## src/rtl/weighted_quantum_rr_arbiter.sv

```systemverilog
// Round-robin arbiter with a per-requester time quantum and a LOCK that defers expiry.
// The grant moves one-hot to one-hot between owners with no idle cycle in between.
module weighted_quantum_rr_arbiter #(
    parameter int unsigned N     = 4,
    parameter int unsigned CNT_W = 4
) (
    input  logic                 clk,
    input  logic                 reset_n,
    input  logic [N-1:0]         REQ,
    input  logic [N*CNT_W-1:0]   QUANTUM,
    input  logic                 LOCK,
    output logic [N-1:0]         GNT,
    output logic [$clog2(N)-1:0] GNT_ID,
    output logic                 GNT_VLD,
    output logic                 EXPIRED
);

    localparam int unsigned ID_W  = $clog2(N);
    localparam int unsigned IDX_W = ID_W + 1;
    localparam logic [CNT_W-1:0] CNT_ONE = CNT_W'(1);
    localparam logic [N-1:0]     GNT_ONE = N'(1);

    typedef enum logic {StIdle, StGrant} state_e;

    state_e           r_state, w_state_d;
    logic [ID_W-1:0]  r_last, w_last_d;
    logic [CNT_W-1:0] r_cnt, w_cnt_d;
    logic [CNT_W-1:0] r_q, w_q_d;
    logic [N-1:0]     r_gnt, w_gnt_d;

    logic             w_any_req;
    logic             w_found;
    logic [IDX_W-1:0] w_cand;
    logic [ID_W-1:0]  w_win;
    logic [CNT_W-1:0] w_field;
    logic [CNT_W-1:0] w_q_new;
    logic             w_quantum_up;
    logic             w_end;

    assign w_any_req = |REQ;

    // Search starts just after the last owner; the owner itself is the final candidate.
    always_comb begin
        w_found = 1'b0;
        w_win   = '0;
        w_cand  = '0;
        for (int k = 1; k <= int'(N); k++) begin
            w_cand = {1'b0, r_last} + IDX_W'(k);
            if (w_cand >= IDX_W'(N)) begin
                w_cand = w_cand - IDX_W'(N);
            end
            if (!w_found && REQ[w_cand[ID_W-1:0]]) begin
                w_found = 1'b1;
                w_win   = w_cand[ID_W-1:0];
            end
        end
    end

    assign w_field      = QUANTUM[w_win*CNT_W +: CNT_W];
    assign w_q_new      = (w_field == '0) ? CNT_ONE : w_field;
    assign w_quantum_up = (r_cnt >= r_q) && !LOCK;
    assign w_end        = !REQ[r_last] || w_quantum_up;

    always_comb begin
        w_state_d = r_state;
        w_last_d  = r_last;
        w_cnt_d   = r_cnt;
        w_q_d     = r_q;
        w_gnt_d   = r_gnt;
        unique case (r_state)
            StIdle: begin
                if (w_any_req) begin
                    w_state_d = StGrant;
                    w_last_d  = w_win;
                    w_cnt_d   = CNT_ONE;
                    w_q_d     = w_q_new;
                    w_gnt_d   = GNT_ONE << w_win;
                end
            end
            StGrant: begin
                if (!w_end) begin
                    // Only LOCK can hold the count past the quantum, so saturate.
                    if (r_cnt != '1) begin
                        w_cnt_d = r_cnt + CNT_ONE;
                    end
                end else if (w_any_req) begin
                    w_last_d = w_win;
                    w_cnt_d  = CNT_ONE;
                    w_q_d    = w_q_new;
                    w_gnt_d  = GNT_ONE << w_win;
                end else begin
                    w_state_d = StIdle;
                    w_cnt_d   = '0;
                    w_gnt_d   = '0;
                end
            end
            default: begin
                w_state_d = StIdle;
                w_gnt_d   = '0;
            end
        endcase
    end

    always_ff @(posedge clk) begin
        if (!reset_n) begin
            r_state <= StIdle;
            r_last  <= ID_W'(N - 1);
            r_cnt   <= '0;
            r_q     <= '0;
            r_gnt   <= '0;
        end else begin
            r_state <= w_state_d;
            r_last  <= w_last_d;
            r_cnt   <= w_cnt_d;
            r_q     <= w_q_d;
            r_gnt   <= w_gnt_d;
        end
    end

    assign GNT     = r_gnt;
    assign GNT_VLD = (r_state == StGrant);
    assign GNT_ID  = GNT_VLD ? r_last : '0;
    assign EXPIRED = (r_state == StGrant) && REQ[r_last] && w_quantum_up;

endmodule

```

## config.mk

```make
export PLATFORM = sky130hd
export DESIGN_NAME = weighted_quantum_rr_arbiter
export DESIGN_NICKNAME = d
export VERILOG_FILES = /design/src/rtl/weighted_quantum_rr_arbiter.sv
export SDC_FILE = /design/constraint.sdc
export NUM_CORES = 1
export LEC_CHECK = 0
export ABC_AREA = 0
export CAP_MARGIN = 25
export CELL_PAD_IN_SITES_DETAIL_PLACEMENT = 0
export CELL_PAD_IN_SITES_GLOBAL_PLACEMENT = 1
export CORE_UTILIZATION = 30
export DETAILED_ROUTE_END_ITERATION = 10
export GPL_ROUTABILITY_DRIVEN = 0
export PLACE_DENSITY = 0.76
export RECOVER_POWER = 25
export SYNTH_ARGS = -nofsm -noshare
export SYNTH_HDL_FRONTEND = slang
export SYNTH_SLANG_ARGS = --single-unit
```

## constraint.sdc

```tcl
create_clock -name clk -period 2.2 [get_ports clk]
set_input_delay 0.55 -clock clk [delete_from_list [all_inputs] [get_ports clk]]
set_output_delay 0.55 -clock clk [all_outputs]
set_load 0.02 [all_outputs]
```

== Word level (Yosys, flattened, before mapping) ==
Index checks and enable logic that the tools add are counted.
Operators by class
  $lt $le $gt $ge: 10
  eq/ne operators: 4
  multipliers: 0
  shift operators: 2
  mux-type cells: 41
  bitwise logic cells: 1
  add/sub/neg operators: 9
  divide/modulo/power cells: 0
  reductions and logical operators: 16
Operators by type and width (number)
  4-bit 2-to-1 mux: 9
  4-bit one-hot mux with 2 select lines: 3
  2-bit 2-to-1 mux: 11
  16-bit by 5-bit indexed part select with 4-bit output: 1
  2-bit by 3-bit < comparator with 1-bit output, second input constant: 5
  3-bit >= comparator, second input constant: 4
  1-bit 2-to-1 mux: 11
  1-bit binary-select mux with 2-bit select: 5
  2-bit by 1-bit subtractor with 2-bit output, second input constant: 4
  2-bit by 2-bit adder with 3-bit output, second input constant: 2
  1-bit logical AND: 6
  1-bit logical NOT: 5
  4-bit by 1-bit adder with 4-bit output, second input constant: 1
  4-bit >= comparator: 1
  4-bit logical NOT: 1
  4-bit != test, second input constant: 1
  2-bit one-hot mux with 2 select lines: 1
  2-bit AND reduction: 2
  4-bit OR reduction: 1
  1-bit by 2-bit left shift with 4-bit output, first input constant: 1
  2-bit by 1-bit adder with 3-bit output, second input constant: 1
  2-bit by 3-bit adder with 3-bit output, second input constant: 1
  3-bit by 1-bit != test with 1-bit output, second input constant: 1
  2-bit by 1-bit != test with 1-bit output, second input constant: 1
  other kinds (4): 4
Word-level totals
  memory bits (read-only): 0
  memories kept: 0
  flip-flop bits (word level): 15
  logic and storage cells: 88
  output and inout port bits: 8
  bits in writable memories: 0
  latch bits: 0
  input port bits: 23

== Logic depth before layout (Yosys ltp) ==
  word-level depth: 21
  depth in mapped cells: 8
  depth with buffers taken out: 8

== Worst setup path after synthesis ==
No wires, ideal clock.
  kind: in2reg
  from: input REQ[1]
  to: register r_q[0]
  data required time: 2112 ps
  library setup time: 88 ps
  cell stages on the path: 7
  path slack: 89 ps
  path buffers: 1
  arrival: 2023 ps
  cells stage by stage: or2_1 -> a311oi_2 -> buf_6 -> mux2i_1 -> mux2i_1 -> or2_1 -> o32ai_2
Between the ends
  word-level cells in the longest chain between the ends: 18
  elaborated cells between the ends (all ways): 33
  those cells by class: eq/ne: 1; shift: 1; mux: 21; reduce/logical: 10
RTL lines
  start, declared: line 9  | input logic [N-1:0] REQ,
  1-bit binary-select mux with 2-bit select: line 52  | if (!w_found && REQ[w_cand[ID_W-1:0]]) begin
  1-bit 2-to-1 mux (not written as such): line 52
  1-bit 2-to-1 mux: line 52
  1-bit logical NOT: line 52
  1-bit logical AND: line 52
  1-bit 2-to-1 mux: line 52
  1-bit logical NOT: line 52
  1-bit logical AND: line 52
  [2 not listed]
  1-bit logical AND: line 52
  2-bit 2-to-1 mux: line 52
  16-bit by 5-bit indexed part select with 4-bit output: line 59  | assign w_field = QUANTUM[w_win*CNT_W +: CNT_W];
  4-bit logical NOT: line 60  | assign w_q_new = (w_field == '0) ? CNT_ONE : w_field;
  4-bit 2-to-1 mux: line 60
  4-bit 2-to-1 mux: line 72, 86
  4-bit 2-to-1 mux: line 81  | if (!w_end) begin
  4-bit one-hot mux with 2 select lines: line 70  | unique case (r_state)
  end signal, assigned: line 115  | r_q <= w_q_d;
  end, declared: line 28  | logic [CNT_W-1:0] r_q, w_q_d;
Parallel ways exist; a longest one is shown, timed or not. The select of a mux whose other input is x is not followed.
A chain may end at the register's enable or synchronous reset.

== Worst setup path in the final report ==
  from: register r_cnt[0]
  to: output EXPIRED
Between the ends
  word-level cells in the longest chain between the ends: 3
RTL lines
  start, declared: line 27  | logic [CNT_W-1:0] r_cnt, w_cnt_d;
  start signal, assigned: line 114  | r_cnt <= w_cnt_d;
  4-bit >= comparator: line 61  | assign w_quantum_up = (r_cnt >= r_q) && !LOCK;
  1-bit logical AND: line 61
  1-bit logical AND: line 123  | assign EXPIRED = (r_state == StGrant) && REQ[r_last] && w_quantum_up;
  end, declared: line 15  | output logic EXPIRED
No other way between the ends.

==> results.toml <==
[outcome]
outcome = "finished with violations"
violations = "negative setup slack"

[hold_path]
holdPathEnd = "GNT[0]"
holdCritStartpoint = "GNT[0]"
whs_path_depth = 1
hp-class = "flip-flop to flip-flop"

[route]
wire_per_inst_um = 12.4
via_per_inst = 4.78
vias = 1065
ant_nets = 0
drtIter0Drc = 37
totalWireLength_mm = 2.77
drc = 0
firstDrtPassIters = 4

[clocking]
cts_tree = "yes"
cts_root_buffer = "clkbuf_4"
clk_pin_slew_worst_paths_ns = 0.10
cts_buffers = 3
cts_hold_buf = 0
cts_buffer_depth = 2
cts_sinks = 15
htreeDepth = 1
clk_latency_ns = 0.29

[yosys]
synth_nets = 141
ys.flop_type = "dfxtp_1"
synth_top_area_share_pct = 29.6
synthTopCellsByArea = "dfxtp_1 (30%), mux2i_1 (16%), ha_1 (6.2%), nor2_1 (4.4%), a32o_1 (4.0%)"
synth_top_cell_by_area = "dfxtp_1"
synth_edf_count = 0
ys_ff_latch = 15
async_flop_share_pct = 0
synth_area_mm2 = 0.00101
synthCells = 113
seq_area_frac_synth_pct = 29.6
synth.avg_cell_area_um2 = 8.97
ys_types = 35
ys_warn_count = 0

[timing]
relSlewSlack_pct = 68.4
worst_pin_slew_ns = 0.473
grt_setup_unrepaired = "true"
final-max-slew-violation-count = 0
max_freq_mhz = 449
setup_ws_ns = -0.0260
whs_ns = 0.483
tns_ns = -0.0260
min_period_over_period_pct = 101
post-route-min-period_ns = 2.23
finalSetupViolations = 1
hold_viol = 0
clock_skew_ns = 0.0114

[worst_setup_path]
cp.required_ns = 1.65
worstRegToRegCells = 9
crit_path_start_kind = "flip-flop"
rr_startpoint = "r_cnt[0]"
cp_slowest_cell = "a2111o_1"
worst_ep_arrival_time_ns = 1.68
r2r_setup_slack_ns = 0.06
crit_path_end_kind = "primary output"
rr_endpoint = "GNT[2]"
crit_chain = "inv_2 -> ha_4 -> nand2b_4 -> a2111o_1 -> nand2_2 -> nor2_1 -> buf_4"
critical_path_peak_fanout = 2
cpPeakStageDelay_ns = 0.40
path_class = "flip-flop to primary output"

[floorplanning]
die_y_um = 60.1
die-area_mm2 = 0.00361
rows = 20
floorplan.initialDensity_pct = 32.4
ioPinCount = 31
core_mm2 = 0.00313
dieWidth_um = 60.1

[global_route]
antenna_found_initial = 0
grt_usage_pct = 16.3
grt_pass1_vias = 1056
grt_pass1_wl_mm = 4.39
grt_max_degree = 13
overflow = 0

[cells_and_area]
fin_area_mm2 = 0.00170
fin_nets = 208
seq_area_um2 = 303
n_antenna_cell = 0
fillCellCount = 286
multi_input_area_um2 = 712
area_delta_synth_final_pct = 68.0
layout-drive-gt1-share_pct = 34.6

[pwr]
p_leak_nw = 0.757
ir_worst_vdd_mv = 0.189
powerDensity_mw_per_mm2 = 597

[placed_design]
io_buffer_count = 30
dp_hpwl_mm = 2.21
placed_area_mm2 = 0.00157

[flow_run]
max-cap-violations = 0
[logic make-up (layout without fill, tap and decap cells)]
logic type | Yosys count | in the layout | share of synthesized area [%]
simple gates | 41 | 41 | 21.5
compound gates | 23 | 23 | 19.4
mux | 17 | 17 | 18.0
flops | 15 | 15 | 29.6
buf+inv | 12 | 78 | 5.31
fa+ha+maj | 5 | 5 | 6.17
[cell usage after synthesis (all sizes together) (2+ instances only)]
master	count
a211oi	2
a21oi	6
a32o	4
and2	3
buf	2
dfxtp	15
ha	5
inv	9
mux2i	16
nand2	7
nand2b	3
nand3	3
nor2	14
nor3	3
nor4	3
o21ai	6
or2	2
[per-stage QoR]
stage / util [%] / setup WS [ns] / total power, mW / std cells
after floorplan: - / 0.0886 / 0.588 / 113
after global placement: 50.3 / -0.499 / 0.799 / 214
after detailed placement: 50.3 / -0.536 / 0.811 / 214
after CTS: 52.7 / -0.0368 / 1.01 / 220
after global routing: 54.4 / -0.0994 / 1.09 / 223
final: 54.4 / -0.0260 / 1.02 / 223
[critical path, delay by kind of cell, from the launching register on]
kind	cells	cell delay, ns
AO/OA/AOI/OAI	1	0.40
flip-flops	1	0.35
AND/OR/NAND/NOR	3	0.25
buffers and inverters	2	0.20
adder cells (fa/ha/maj)	1	0.20
[routing by layer]
metal | wire, um | track usage (%) | up-vias
li1 | - | - | 543
met1 | 1200 | 18.8 | 499
met2 | 1450 | 28.9 | 19
met3 | 69 | 2.38 | 4
met4 | 46 | 7.97 | 0
met5 | 0 | 0 | -
[state kept, by name, summed over array words and instances (netlist names)]
register,count
r_last,2
GNT,4
r_cnt,4
r_q,4
GNT_VLD,1
[worst max-delay path by stage]
stage	start	to	slack (ns)
4_1_cts	r_cnt[0]	EXPIRED	-0.04
3_5_place_dp	REQ[1]	r_q[2]	-0.54
5_1_grt	r_cnt[0]	EXPIRED	-0.1
2_1_floorplan	REQ[1]	r_q[0]	0.09
3_3_place_gp	REQ[3]	EXPIRED	-0.50
6_report	r_cnt[0]	EXPIRED	-0.03
[where the power goes]
group | internal [mW] | switching [mW]
combinational | 0.300 | 0.223
clock | 0.0674 | 0.0925
sequential | 0.309 | 0.0263
[final cells by class]
type | count | share of cell area [%]
Clock inverter | 1 | 0.294
Sequential cell | 15 | 17.8
Tap cell | 44 | 3.23
Timing Repair Buffer | 65 | 33.6
Inverter | 9 | 1.98
Multi-Input combinational cell | 86 | 41.8
Clock buffer | 3 | 1.32
[cell usage in the layout, fill, tap and decap left out, drive strengths merged, types with 2 or more instances in the layout]
| master | count |
|---|---|
| dlygate4sd2 | 2 |
| ha | 5 |
| dfxtp | 15 |
| a211oi | 2 |
| dlygate4sd3 | 4 |
| a32o | 4 |
| nand2 | 7 |
| nor4 | 3 |
| nand3 | 3 |
| clkdlybuf4s50 | 21 |
| nand2b | 3 |
| buf | 38 |
| clkbuf | 3 |
| nor3 | 3 |
| mux2i | 16 |
| nor2 | 14 |
| or2 | 2 |
| inv | 9 |
| and2 | 3 |
| a21oi | 6 |
| o21ai | 6 |
[repair_timing]
action / CTS / global route
gates resized for setup: 17 / 12
buffers inserted: 2 / 3
endpoints found under the hold margin: 0 / 0
setup endpoints to repair: 12 / 6
pin swaps: 6 / 6
Note: power is estimated with default switching activity, not from simulation.
==> patch 1, RTL diff (config.mk and constraints unchanged) <==
Make the reset (`reset_n`) asynchronous in one clocked block.
--- a/src/rtl/weighted_quantum_rr_arbiter.sv
+++ b/src/rtl/weighted_quantum_rr_arbiter.sv
@@ -103,3 +103,3 @@
 
-    always_ff @(posedge clk) begin
+    always_ff @(posedge clk or negedge reset_n) begin
         if (!reset_n) begin
Function: differs if reset_n is asserted again (counterexample within 4 cycles, from zero or initial values and one cycle with reset_n low); with reset_n held inactive, the same outputs for 10 cycles.
==> patch 1 against the unedited design <==
- worst setup slack worse by 0.064 ns
- wire length is 25% higher
- cell count is 10% higher
- area after synthesis is 9.5% higher
- register-to-register slack better by 0.04 ns
- sequential cell count stayed put
- the flow still finishes with violations (setup timing)
- design area is 19% higher
Power is not compared: it rests on default switching activity, and its combinational part moved more than twofold at a synthesized area within 25%.
==> patch 1: results (changes against the unedited design) <==
* CP max-delay cell: dfrtp_1 (was a2111o_1)
* Fraction of layout cells with a size suffix above 1 at 0.425 (was 0.346)
* Worst Setup SP: r_q[0] (was r_cnt[0])
* Syn Area/Cell at 9.33 um^2 (was 8.97 um^2)
* Worst hold start: GNT[2] (was GNT[0])
* Drt first-iter violations at 23 (was 37)
* Adder-cell area share of the yosys netlist at 0.0564 (was 0.0617)
* Synthesized Nets at 147 (was 141)
* Met1 WL at 1440 um (was 1200 um)
* Async SR Flop Fraction at 1.00 (was 0)
* Max incr delay on CP at 0.42 ns (was 0.40 ns)
* Post-synth cell types at 42 (was 35)
* Clk_skew at 0.000705 ns (was 0.0114 ns)
* Met3 wire len at 117 um (was 69 um)
* Final Setup Violations at 1 (unchanged)
* Largest net degree at the start of global routing at 16 (was 13)
* Clock latency on the worst-skew pair at 0.25 ns (was 0.29 ns)
* Inst Count DP at 232 (was 214)
* Mux cell area share after synthesis at 0.0552 (was 0.180)
* Top cells by area, synth: dfrtp_1 (29%), nand3_1 (6.3%), ha_1 (5.6%) (was dfxtp_1 (30%), mux2i_1 (16%), ha_1 (6.2%))
* Outcome: finished, violations left (unchanged)
* Dpl ws at -0.506 ns (was -0.536 ns)
* CTS clk-pin slew, worst paths at 0.06 ns (was 0.10 ns)
* Max Clock Freq at 437 MHz (was 449 MHz)
* Met2 usage at 0.311 (was 0.289)
* Setup TNS Final at -0.0900 ns (was -0.0260 ns)
* Complex-gate fraction of the synthesized area at 0.262 (was 0.194)
* Sink of the worst hold path: GNT[2] (was GNT[0])
* Arrival time worst endpoint at 1.74 ns (was 1.68 ns)
* First-pass GRT wire length at 5230 um (was 4390 um)
* Post-synthesis sequential area ratio at 0.340 (was 0.296)
* Setup ws final at -0.0900 ns (was -0.0260 ns)
* Metal2 WL at 1830 um (was 1450 um)
* Xor/xnor share of the synthesized area at 0.0158 (was 0)
* GRT Total Usage at 0.165 (was 0.163)
* Number of global-route vias before repair at 1,219 (was 1,056)
* Failing checks: setup timing (unchanged)
* Met1 usage at 0.188 (about the same)
* Clock Tree Root: clkbuf_8 (was clkbuf_4)
* FF-to-FF setup slack at 0.10 ns (was 0.06 ns)
* DP HPWL at 2430 um (was 2210 um)
* Worst flop-to-flop path endpoint: GNT[3] (was GNT[2])
==> patch 1: cell types whose count changed after synthesis, sizes merged, moves of 3 or more <==
cell   delta
mux2i    -11
dfxtp    -15
o22a      +3
a21oi     -4
nor2      -3
nand3    +13
o21ai     +8
inv       -3
dfrtp    +13
nor3      -3
==> patch 1: logic make-up after synthesis <==
| kind of cell | Yosys count |
|---|---|
| buffers and inverters | 8 |
| DFF | 15 |
| and+or+nand+nor | 46 |
| muxes | 6 |
| adders and majority gates | 5 |
| xor gates and xnor gates | 2 |
| AOI/OAI and AO/OA | 37 |
==> patch 1: what timing repair did <==
action,CTS,global route
hold buffers,0,0
setup endpoints to repair,6,9
setup buffers,5,4
gates resized for setup,9,26
cloned,1,1
pin swaps,8,10
==> patch 1: cell type report <==
cell class              instances  share of cell area
inverters                       6              0.0111
flip-flops and latches         15               0.186
clock buffers                   3              0.0204
repair buffers                 78               0.355
well taps                      46              0.0284
multi-input cells              97               0.397
clock inverters                 1             0.00247
==> patch 2, RTL diff (config.mk and constraints unchanged) <==
Made on the original files. Change the parameter `N` from 4 to 8.
--- a/src/rtl/weighted_quantum_rr_arbiter.sv
+++ b/src/rtl/weighted_quantum_rr_arbiter.sv
@@ -3,3 +3,3 @@
 module weighted_quantum_rr_arbiter #(
-    parameter int unsigned N     = 4,
+    parameter int unsigned N     = 8,
     parameter int unsigned CNT_W = 4
Interface: changed (resized GNT, GNT_ID, QUANTUM and REQ); port bits go from 31 to 56. No check against the original RTL was run, so the function may have changed too.
==> patch 2 against the unedited design <==
- the run still ends with setup timing left
- fmax is 33% lower
- worst setup slack worse by 1.1 ns
- area after synthesis is 98% higher
- wire length is 120% higher
- synthesized cell count increased by 100%
- critical path depth is 5 higher
- global-route usage rose by 0.72 points
- largest cell class unchanged
- sequential cell count up 5
- worst hold slack worse by 0.038 ns
- utilization up 0.36 points
- design area is 110% higher
- die area is 94% higher
- critical endpoint is now r_q[0]
Power is left out: it rests on default switching activity, and per cell area and clock period it moved more than threefold.
==> patch 2: results (changes against the unedited design) <==
* First-pass detailed-route iteration total at 4 (unchanged)
* CTS Buf Count at 3 (unchanged)
* Clock latency on the worst-skew pair at 0.25 ns (was 0.29 ns)
* Post-synth top flop: dfxtp_1 (unchanged)
* Failing checks: setup timing (unchanged)
* Met3 wire len at 265 um (was 69 um)
* Fraction of layout cells with a size suffix above 1 at 0.411 (was 0.346)
* Ys Warns at 0 (unchanged)
* GRT Total Usage at 0.170 (was 0.163)
* Complex-gate fraction of the synthesized area at 0.182 (was 0.194)
* Fillers at 608 (was 286)
* Top sig layer: met4 (unchanged)
* Mux cell area share after synthesis at 0.275 (was 0.180)
* Largest net degree at the start of global routing at 13 (unchanged)
* DP HPWL at 4760 um (was 2210 um)
* Placed cell areas at 3190 um^2 (was 1570 um^2)
* Clock Tree Root: clkbuf_8 (was clkbuf_4)
* Post-synth cell types at 52 (was 35)
* CTS clk-pin slew, worst paths at 0.08 ns (was 0.10 ns)
* Number of buffers added on ports at 55 (was 30)
* Routed Antenna Nets at 0 (unchanged)
* Post-synthesis sequential area ratio at 0.200 (was 0.296)
* Adder-cell area share of the yosys netlist at 0.0436 (was 0.0617)
* Number of global-route vias before repair at 2,139 (was 1,056)
* Metal2 WL at 2960 um (was 1450 um)
* Max reg flops at 8
* Outcome: finished, violations left (unchanged)
* Initial antenna violation count at 0 (unchanged)
* Arrival time worst endpoint at 3.51 ns (was 1.68 ns)
* Xor/xnor share of the synthesized area at 0.0299 (was 0)
* Clock Path Buffers at 2 (unchanged)
* Top cells by area, synth: dfxtp_1 (20%), mux4_2 (12%), mux2i_1 (9.0%) (was dfxtp_1 (30%), mux2i_1 (16%), ha_1 (6.2%))
* Final Setup Violations at 19 (was 1)
* Clk_skew at 0.00694 ns (was 0.0114 ns)
* Antenna Cells at 0 (unchanged)
* Async SR Flop Fraction at 0 (unchanged)
* Dpl ws at -1.57 ns (was -0.536 ns)
* Routed WL at 6040 um (was 2770 um)
* Drt first-iter violations at 132 (was 37)
* First-pass GRT wire length at 9900 um (was 4390 um)
* Critical Path Fanout Max at 8 (was 2)
* Synthesized Nets at 281 (was 141)
* Top cells by count, synth: nand2_1 (23), dfxtp_1 (20), mux2i_1 (18) (was mux2i_1 (16), dfxtp_1 (15), nor2_1 (12))
* Worst rel slew slack at 0.771 (was 0.684)
* Setup ws final at -1.10 ns (was -0.0260 ns)
* Met1 WL at 2800 um (was 1200 um)
* Via count at 2,214 (was 1,065)
* Final-stage net count at 405 (was 208)
* Min-delay worst type: flop to flop (unchanged)
* H-tree depth at 1 (unchanged)
patch 2: cell count changes after synthesis, moves of 5 or more:
| cell | change |
|---|---|
| a21oi_1 | +6 |
| nand2_1 | +17 |
| mux4_2 | +10 |
| nand3b_1 | +6 |
| buf_2 | +7 |
| mux2_2 | +8 |
| o21ai_0 | +9 |
| dfxtp_1 | +5 |
patch 2: critical path, cell delays in order (launching register included):
cell and delay (ns):
dfxtp_4 0.37, clkinvlp_4 0.10, ha_4 0.30, mux2i_4 0.21, mux4_2 0.56, a31oi_1 0.18, o21ai_1 0.10, o22ai_2 0.19
buf_12 0.15, mux4_2 0.48, mux2_4 0.28, and4b_1 0.24, o21a_1 0.10
patch 2: layout make-up:
type	count	area (um^2)	share of cell area
inverters	10	43.8	0.0125
multi-input cells	189	1730	0.494
clock buffers	3	41.3	0.0118
well taps	77	96.3	0.0275
repair buffers	131	1180	0.338
flip-flops and latches	20	405	0.116
patch 2: kinds of logic (layout without fill, tap and decap cells):
logic type	count (synthesis)	after routing
AO/OA/AOI/OAI	54	54
XOR/XNOR	6	6
flip-flops	20	20
buffers and inverters	22	144
AND/OR/NAND/NOR	83	83
multiplexers	39	39
adder cells (fa/ha/maj)	7	7
patch 2: per-layer routing:
metal  vias up  track usage
met5         -            0
met4         0       0.0185
met3         2       0.0178
met2        59        0.285
met1      1038        0.242
li1       1115            -
patch 2: worst paths after layout:
kind	slack, ns	cells past startpoint	from	endpoint
worst max-delay path	-1.10	12	r_last[0]	r_q[0]
worst min-delay path	0.44	2	GNT[5]	GNT[5]
worst max register to register	-1.10	12	r_last[0]	r_q[0]
worst min register to register	0.44	2	GNT[5]	GNT[5]
patch 2: what timing repair did:
item,CTS,global route
endpoints found under the setup margin,21,19
pin swaps,7,1
gates cloned,0,0
gates resized for setup,46,27
setup buffers,6,5
patch 2: per-stage QoR:
step / std cells / TNS (ns)
final: 430 / -12.04
after global routing: 430 / -14.30
after CTS: 425 / -11.53
after detailed placement: 416 / -21.62
after global placement: 416 / -20.58
after floorplan: 231 / -11.02
